`src/rtl/mempool_dma_sink_pkg.sv`:
```
// mempool_dma_sink_pkg: shared state encoding, burst record and beat-size helper for the DMA burst sink
package mempool_dma_sink_pkg;
  localparam int unsigned SinkAddrWidth = 32;
  localparam int unsigned SinkNumBytesWidth = 32;
  typedef enum logic [2:0] {
    ST_IDLE,
    ST_READ_REQ,
    ST_READ_WAIT,
    ST_WRITE_REQ,
    ST_RETIRE
  } sink_state_e;
  typedef struct packed {
    logic [SinkAddrWidth-1:0]     src;
    logic [SinkAddrWidth-1:0]     dst;
    logic [SinkNumBytesWidth-1:0] num_bytes;
  } sink_burst_t;
  function automatic int unsigned bytes_per_beat(input int unsigned data_width);
    return data_width / 8;
  endfunction
endpackage

```
`src/rtl/mempool_dma_sink_fifo.sv`:
```
// mempool_dma_sink_fifo: burst request queue with registered occupancy and a look-ahead empty flag
module mempool_dma_sink_fifo
  import mempool_dma_sink_pkg::*;
#(
  parameter int unsigned Depth = 2
) (
  input  logic        clk_i,
  input  logic        rst_i,
  input  logic        push,
  input  logic        pop,
  input  sink_burst_t push_data,
  output logic        full,
  output logic        empty,
  output logic        empty_next,
  output sink_burst_t head
);
  localparam int unsigned PtrW = Depth > 1 ? $clog2(Depth) : 1;
  localparam int unsigned CntW = $clog2(Depth + 1);
  sink_burst_t slots [Depth];
  logic [PtrW-1:0] wr_ptr, rd_ptr;
  logic [CntW-1:0] count, count_d;
  logic do_push, do_pop;
  function automatic logic [PtrW-1:0] inc(input logic [PtrW-1:0] p);
    return p == PtrW'(Depth - 1) ? '0 : p + PtrW'(1);
  endfunction
  assign do_push = push && !full;
  assign do_pop = pop && !empty;
  assign count_d = count + CntW'(do_push) - CntW'(do_pop);
  assign full = count == CntW'(Depth);
  assign empty = count == '0;
  assign empty_next = count_d == '0;
  assign head = slots[rd_ptr];
  always_ff @(posedge clk_i) begin
    if (rst_i) begin
      wr_ptr <= '0;
      rd_ptr <= '0;
      count <= '0;
    end else begin
      wr_ptr <= do_push ? inc(wr_ptr) : wr_ptr;
      rd_ptr <= do_pop ? inc(rd_ptr) : rd_ptr;
      count <= count_d;
    end
  end
  always_ff @(posedge clk_i) begin
    if (do_push) slots[wr_ptr] <= push_data;
  end
endmodule

```
`src/rtl/mempool_dma_burst_sink.sv`:
```
// mempool_dma_burst_sink: queues 1D DMA bursts and copies them word by word; MEMPOOL_DMA_SINK_STATS_EN adds beat/busy counters
module mempool_dma_burst_sink
  import mempool_dma_sink_pkg::*;
#(
  parameter int unsigned AddrWidth     = 32,
  parameter int unsigned DataWidth     = 32,
  parameter int unsigned NumBytesWidth = 32,
  parameter int unsigned QueueDepth    = 2
) (
  input  logic                     clk_i,
  input  logic                     rst_i,
  input  logic                     burst_valid_i,
  output logic                     burst_ready_o,
  input  logic [AddrWidth-1:0]     burst_src_i,
  input  logic [AddrWidth-1:0]     burst_dst_i,
  input  logic [NumBytesWidth-1:0] burst_num_bytes_i,
  output logic                     trans_complete_o,
  output logic                     backend_idle_o,
  output logic                     error_o,
`ifdef MEMPOOL_DMA_SINK_STATS_EN
  output logic [31:0]              beats_o,
  output logic [31:0]              busy_cycles_o,
`endif
  output logic                     mem_req_o,
  output logic                     mem_we_o,
  output logic [AddrWidth-1:0]     mem_addr_o,
  output logic [DataWidth-1:0]     mem_wdata_o,
  output logic [DataWidth/8-1:0]   mem_be_o,
  input  logic                     mem_gnt_i,
  input  logic                     mem_rvalid_i,
  input  logic [DataWidth-1:0]     mem_rdata_i
);
  localparam int unsigned Bpb = bytes_per_beat(DataWidth);
  localparam int unsigned Lsb = $clog2(Bpb);
  sink_state_e state_q, state_d;
  sink_burst_t head, in_burst;
  logic full, empty, empty_next, push, pop, misaligned, start;
  logic [AddrWidth-1:0] src_q, dst_q;
  logic [NumBytesWidth-1:0] rem_q;
  logic [DataWidth-1:0] data_q;
  logic err_q, idle_q, wr_gnt;
  assign in_burst = '{src: burst_src_i, dst: burst_dst_i, num_bytes: burst_num_bytes_i};
  assign push = burst_valid_i && !full;
  assign pop = state_q == ST_RETIRE;
  mempool_dma_sink_fifo #(.Depth(QueueDepth)) i_fifo (
    .clk_i     (clk_i),
    .rst_i     (rst_i),
    .push      (push),
    .pop       (pop),
    .push_data (in_burst),
    .full      (full),
    .empty     (empty),
    .empty_next(empty_next),
    .head      (head)
  );
  // zero-length bursts retire before the alignment check, so they never flag an error
  assign misaligned = |{head.src[Lsb-1:0], head.dst[Lsb-1:0], head.num_bytes[Lsb-1:0]};
  assign start = state_q == ST_IDLE && !empty;
  assign wr_gnt = state_q == ST_WRITE_REQ && mem_gnt_i;
  always_comb begin
    state_d = state_q;
    case (state_q)
      ST_IDLE:      if (!empty) state_d = (head.num_bytes == '0 || misaligned) ? ST_RETIRE : ST_READ_REQ;
      ST_READ_REQ:  if (mem_gnt_i) state_d = ST_READ_WAIT;
      ST_READ_WAIT: if (mem_rvalid_i) state_d = ST_WRITE_REQ;
      ST_WRITE_REQ: if (mem_gnt_i) state_d = rem_q == NumBytesWidth'(Bpb) ? ST_RETIRE : ST_READ_REQ;
      default:      state_d = ST_IDLE;
    endcase
  end
  always_ff @(posedge clk_i) begin
    if (rst_i) begin
      state_q <= ST_IDLE;
      src_q <= '0;
      dst_q <= '0;
      rem_q <= '0;
      data_q <= '0;
      err_q <= 1'b0;
      idle_q <= 1'b1;
    end else begin
      state_q <= state_d;
      src_q <= start ? head.src : wr_gnt ? src_q + AddrWidth'(Bpb) : src_q;
      dst_q <= start ? head.dst : wr_gnt ? dst_q + AddrWidth'(Bpb) : dst_q;
      rem_q <= start ? head.num_bytes : wr_gnt ? rem_q - NumBytesWidth'(Bpb) : rem_q;
      data_q <= (state_q == ST_READ_WAIT && mem_rvalid_i) ? mem_rdata_i : data_q;
      err_q <= err_q || (start && head.num_bytes != '0 && misaligned);
      idle_q <= state_d == ST_IDLE && empty_next;
    end
  end
`ifdef MEMPOOL_DMA_SINK_STATS_EN
  always_ff @(posedge clk_i) begin
    if (rst_i) begin
      beats_o <= '0;
      busy_cycles_o <= '0;
    end else begin
      beats_o <= (wr_gnt && beats_o != '1) ? beats_o + 32'd1 : beats_o;
      busy_cycles_o <= (state_q != ST_IDLE && busy_cycles_o != '1) ? busy_cycles_o + 32'd1 : busy_cycles_o;
    end
  end
`endif
  assign burst_ready_o = !full;
  assign trans_complete_o = pop;
  assign backend_idle_o = idle_q;
  assign error_o = err_q;
  assign mem_req_o = state_q == ST_READ_REQ || state_q == ST_WRITE_REQ;
  assign mem_we_o = state_q == ST_WRITE_REQ;
  assign mem_addr_o = state_q == ST_READ_REQ ? src_q : state_q == ST_WRITE_REQ ? dst_q : '0;
  assign mem_wdata_o = mem_we_o ? data_q : '0;
  assign mem_be_o = '1;
endmodule

```
`config.mk`:
```
export PLATFORM = sky130hd
export DESIGN_NAME = mempool_dma_burst_sink
export DESIGN_NICKNAME = d
export VERILOG_FILES = /design/src/rtl/mempool_dma_sink_pkg.sv /design/src/rtl/mempool_dma_sink_fifo.sv /design/src/rtl/mempool_dma_burst_sink.sv
export SDC_FILE = /design/constraint.sdc
export NUM_CORES = 1
export LEC_CHECK = 0
export ABC_CLOCK_PERIOD_IN_PS = 3990
export CAP_MARGIN = 30
export CORE_MARGIN = 2
export CORE_UTILIZATION = 55
export CTS_BUF_LIST = sky130_fd_sc_hd__clkbuf_8
export DETAILED_ROUTE_END_ITERATION = 6
export DONT_BUFFER_PORTS = 1
export MAX_ROUTING_LAYER = met4
export PLACE_DENSITY = 0.71
export SLEW_MARGIN = 20
export SYNTH_ARGS = -nofsm -noshare
export SYNTH_HDL_FRONTEND = slang
export SYNTH_HIERARCHICAL = 1
export SYNTH_SLANG_ARGS = --single-unit
```
`constraint.sdc`:
```
create_clock -name clk_i -period 3.99 [get_ports clk_i]
set_input_delay 0.399 -clock clk_i [delete_from_list [all_inputs] [get_ports clk_i]]
set_output_delay 0.399 -clock clk_i [all_outputs]
set_load 0.01 [all_outputs]
```
; ---- Word-level counts from Yosys, hierarchy flattened
; Memories as Yosys holds them, arrays and structs flattened. A register that Yosys moved wholly into a read port is not among the register bits.
; Index checks and enable logic that the tools add are counted.
[classes]
n_mux = 22
n_eq_ne = 6
reduce_logical = 22
add_sub_neg = 7
[op_table]
columns = operator, n
row1 = $mux 32, 9
row2 = $add 32x3->32 const B, 2
row3 = $eq 32x3->1 const B, 1
row4 = $logic_not 32->1, 1
row5 = $reduce_bool 32->1, 1
row6 = $sub 32x3->32 const B, 1
row7 = $mux 3, 6
row8 = $pmux 3 s4, 1
row9 = $logic_and 1x1->1, 9
row10 = $eq 3x2->1 const B, 2
row11 = $logic_not 3->1, 2
row12 = $mux 1, 6
row13 = $reduce_or 6->1, 1
row14 = $logic_not 2->1, 2
row15 = $eq 3x1->1 const B, 1
row16 = $eq 3x3->1 const B, 1
row17 = $logic_or 1x1->1, 3
row18 = $add 1x1->1 const B, 2
row19 = $add 2x1->2, 1
row20 = $eq 2x2->1 const B, 1
row21 = $logic_not 1->1, 2
row22 = $reduce_bool 2->1, 1
row23 = $sub 2x1->2, 1
[word_totals]
input_bits = 133
ram_bits = 192
reg_bits = 137
memories = 1
word_cells = 68
output_inout_bits = 74
[mem_list]
columns = name, words, width, read_ports, rd_clocked_by_memory_dff, wr, line_no
row1 = i_fifo.slots, 2, 96, 1, 1, 1, mempool_dma_sink_fifo.sv:19  ; sink_burst_t slots [Depth];

; ---- Longest topological paths before layout
[depth]
word_depth = 8
depth_mapped = 12

; ---- Modules after synthesis
; Netlist, hierarchy kept.
[by_module_without_submodules]
columns = mod, cells_per_inst, instances, area_each_um2
row1 = mempool_dma_burst_sink, 997, 1, 7567.3
row2 = mempool_dma_sink_fifo, 326, 1, 7364.6

; ---- Least setup slack after synthesis
; Ideal clock, no wire load.
[synth_timing]
path_kind = reg-to-reg
start = register i_fifo.count[0]
end = memory i_fifo/slots[1][0] (netlist name), enable pin
required_ns = 3.524
arrival_time_ns = 2.970
slack_ns = 0.554
path_stages_with_launch = 5
setup_time_ns = 0.466
path_cell_list = dfxtp_1 nand2b_2 inv_2 nor2b_1 and3_1
[synth_between]
elab_chain_len = 6
[synth_lines]
columns = item, line_no
row1 = from (decl), mempool_dma_sink_fifo.sv:21  ; logic [CntW-1:0] count, count_d;
row2 = from (signal assigned), mempool_dma_sink_fifo.sv:41  ; count <= count_d;
row3 = $eq 2x2->1, mempool_dma_sink_fifo.sv:29  ; assign full = count == CntW'(Depth);
row4 = via full, mempool_dma_burst_sink.sv:37  ; logic full, empty, empty_next, push, pop, misaligned, start;
row5 = $logic_not 1->1, mempool_dma_burst_sink.sv:43  ; assign push = burst_valid_i && !full;
row6 = $logic_and 1x1->1, mempool_dma_burst_sink.sv:43
row7 = via push, mempool_dma_burst_sink.sv:37
row8 = $logic_and 1x1->1, mempool_dma_sink_fifo.sv:26  ; assign do_push = push && !full;
row9 = $mux 1, mempool_dma_sink_fifo.sv:45  ; if (do_push) slots[wr_ptr] <= push_data;
row10 = $mux 1 (implied by the code), mempool_dma_sink_fifo.sv:45
row11 = to (decl), mempool_dma_sink_fifo.sv:19
; The timed path passes the listed nets, and every way through them passes these cells.

; ---- Worst setup path in the final report
[layout_timing]
start = register state_q[1]
end = register rem_q[12]
[layout_between]
elab_chain_len = 3
[layout_lines]
columns = item, line_no
row1 = from (decl), mempool_dma_burst_sink.sv:35  ; sink_state_e state_q, state_d;
row2 = from (signal assigned), mempool_dma_burst_sink.sv:80  ; state_q <= state_d;
row3 = $eq 3x2->1 or $logic_not 3->1 (tied branches), "mempool_dma_burst_sink.sv:59, mempool_dma_burst_sink.sv:58"
row4 = $logic_and 1x1->1 (on tied branches), "mempool_dma_burst_sink.sv:59, mempool_dma_burst_sink.sv:58"
row5 = $reduce_bool 2->1 (no line) or $mux 32 (tied branches), --
row6 = to (signal assigned), mempool_dma_burst_sink.sv:83  ; rem_q <= start ? head.num_bytes : wr_gnt ? rem_q - NumBytesWidth'(Bpb) : rem_q;
row7 = to (decl), mempool_dma_burst_sink.sv:39  ; logic [NumBytesWidth-1:0] rem_q;
; Parallel ways exist; a longest one is shown, timed or not.
; A chain may end at the register's enable or synchronous reset.

==> run summary <==
Ports - 207
Routed Antenna Nets - 0
Worst EP arrival - 3.57 ns
Global placer's final weighted congestion - 0.875
Setup-failing EPs final - 0
Synth cell types - 70
Sequential group share of total power - 46.0%
Worst-skew pair later-pin latency - 0.58 ns
Slew @ Worst Pin - 1.01 ns
Status - finished clean
R2r endpoint - rem_q[12]$_SDFFE_PP0P_
Core Area - 26,800 sq um
Critical Path RT - 4.48 ns
Seq/Total Area, Yosys - 57.1%
Syn avg cell area - 11.3 sq um
Post-Place Worst Slack - 1.01 ns
H-tree levels - 2
Layout Skew - 0.0188 ns
Max cap viols - 0
Initial antenna violation count - 1
Most frequent cells in the layout - 192 x edfxtp_1, 157 x nand2_1, 136 x dfxtp_1, 128 x dlygate4sd3_1, 95 x nor2_1
PortBufs - 0
Reg2Reg Depth - 4
Clock sinks - 330
CTS max path bufs - 3
Post-synth EDFFs - 192
Kind of critical path - reg2reg
CP startpoint - state_q[1]$_SDFF_PP0_
Max FO, Critical Path - 75
Vias in the first global route - 10,600
Initial detailed-routing violation count - 877
CP Launch Type - register
Slew Limit Fails - 0
Synth warnings - 6
Critical Path End - rem_q[12]$_SDFFE_PP0P_
Clock power frac - 24.6%
Starting Density - 55.7%
P_int - 7.47 mW
Area Overhead vs Synth - 16.9%
First-pass GRT wire length - 57,600 um
Residual DRC count - 0
Max_slew headroom - 32.7%
Die Span Y - 169 um
Critical path capture point type - register
Ys flop type - edfxtp_1
Power density cells - 661 nW/um^2
FP Rows - 60
Switching share of power - 35.4%
# resized after CTS - 0
Most common cell after layout, fill and taps aside - edfxtp_1
Final period util - 77.0%
Fin nets - 1,567
Comb power frac - 29.4%
Hold Violations, Final - 0
Async set-reset flop share out of synthesis - 0%
Hold crit path type - in2reg
Flop2flop setup slack - 0.92 ns
CTS tree - yes
Seq cells post-synth - 330
Leakage - 5.96 nW
Grt ovf - 0
Root buffer selected by CTS - clkbuf_8
R2R Path Start - state_q[1]$_SDFF_PP0_
Peak supply drop - 0.000408 V
Vias - 11,000
TritonCTS Buffers - 53
Fmax - 0.325 GHz
Layout cells sized above 1 - 14.8%
Largest net degree at the start of global routing - 132
Unrepaired setup endpoints after global routing - false
Post-route minimum period - 3.07 ns
HPWL Detailed - 22,900 um
Setup total negative slack - 0 ns
Post-layout worst setup margin - 0.917 ns
Synth Cell Area - 14,900 sq um
DIE WIDTH - 169 um
Aggregate global-route resource usage - 26.0%
Via/cell ratio - 6.06
Total Wirelength - 36,900 um
Wire per inst - 20.3 um
DR pass1 iterations - 5
Synth Instances - 1,323
Worst-path clk slew - 0.06 ns
Die area - 28,500 sq um
Psw - 4.08 mW
## per-stage QoR
stage / instance area (sq um) / util (%) / std cells / power [mW] / hold WS, ns
5_1_grt: 17500 / 65.1 / 1815 / 12.2 / 0.0761
3_5_place_dp: 15100 / 56.3 / 1584 / 8.59 / 0.437
2_1_floorplan: 14900 / - / 1326 / 7.74 / 0.424
6_report: 17500 / 65.1 / 1815 / 11.5 / 0.0464
3_3_place_gp: 15100 / 56.3 / 1584 / 8.51 / 0.431
4_1_cts: 17400 / 65.1 / 1813 / 11.6 / 0.0221
## critical path: stages, from the launching register on
cell	delay [ns]
dfxtp_4	1.00
nand4b_1	0.67
buf_4	0.41
or4b_2	0.64
a31oi_1	0.19
## synthesized netlist by cell type, drive strengths merged (4+ instances only)
cell | n | area share, %
nand2b | 4 | 0.18
and3 | 44 | 1.8
or3 | 24 | 1.0
dfxtp | 138 | 19
and2 | 7 | 0.29
xnor2 | 11 | 0.65
xor2 | 13 | 0.76
o21ai | 25 | 0.84
nor4 | 21 | 1.1
inv | 17 | 0.43
buf | 36 | 1.8
or4 | 12 | 0.63
o211ai | 15 | 0.75
edfxtp | 192 | 39
a22oi | 14 | 0.70
mux2 | 98 | 8.4
clkbuf | 63 | 1.6
o311ai | 7 | 0.41
a311oi | 4 | 0.23
nor3 | 20 | 0.78
nor2 | 96 | 2.4
a211oi | 18 | 0.90
nand4b | 4 | 0.23
and4 | 11 | 0.65
a221oi | 10 | 0.59
a31oi | 41 | 1.7
ha | 6 | 0.50
nand3 | 26 | 0.87
a41oi | 4 | 0.23
and4b | 4 | 0.28
mux2i | 34 | 2.3
nand4 | 32 | 1.3
a21oi | 81 | 2.7
nand2 | 158 | 4.0
## flip-flops by register name, indices dropped and copies added (netlist names), 2 cells and up, named ones only
signal        flops
data_q           32
dst_q            32
i_fifo/count      2
i_fifo/slots    192
rem_q            32
src_q            32
state_q           3
## power groups by stage
| stage | Clock (mW) | Sequential, mW | Combinational [mW] |
|---|---|---|---|
| 4_1_cts | 2.90 | 5.29 | 3.39 |
| 3_3_place_gp | 0 | 5.32 | 3.19 |
| 6_report | 2.84 | 5.32 | 3.39 |
| 5_1_grt | 3.04 | 5.43 | 3.75 |
| 2_1_floorplan | 0 | 5.10 | 2.64 |
| 3_5_place_dp | 0 | 5.36 | 3.23 |
## worst min-delay path by stage
| stage | start | endpoint | depth (start not counted) |
|---|---|---|---|
| finish | rst_i | rem_q[30]$_SDFFE_PP0P_ | 2 |
| CTS | rst_i | rem_q[30]$_SDFFE_PP0P_ | 2 |
| detailed placement | data_q[29]$_SDFFE_PP0P_ | data_q[29]$_SDFFE_PP0P_ | 2 |
| floorplan | rem_q[27]$_SDFFE_PP0P_ | rem_q[27]$_SDFFE_PP0P_ | 2 |
| global placement | data_q[13]$_SDFFE_PP0P_ | data_q[13]$_SDFFE_PP0P_ | 2 |
| global route | rst_i | rem_q[30]$_SDFFE_PP0P_ | 2 |
## kinds of logic after synthesis
group                    after synthesis  share of synthesized area (%)
AND/OR/NAND/NOR                      477                           16.3
flip-flops                           330                           57.1
AO/OA/AOI/OAI                        237                           10.1
multiplexers                         132                           10.7
buffers and inverters                116                           3.83
XOR/XNOR                              24                           1.41
adder cells (fa/ha/maj)                6                          0.503
other                                  1                         0.0251
## routing by layer
metal	wire [um]	track usage [%]
met1	16000	35.0
met4	799	7.05
met5	0	-
met2	16900	40.2
met3	3220	5.73
## area by class of cell
type                       count  area (sq um)
antenna                        1          2.50
tap                          341           427
timing repair buffer         146          1490
clock buffer                  63           867
fill                        2058          9340
clock inverter                37           191
multi-input combinational    880          5880
inverter                      17          66.3
sequential                   330          8540
## timing repair
action                                  CTS  global route
hold buffers                            129             0
buffers inserted                          0             0
hold endpoints to repair                323             0
endpoints found under the setup margin    0             0
(Power assumes the default switching activity.)
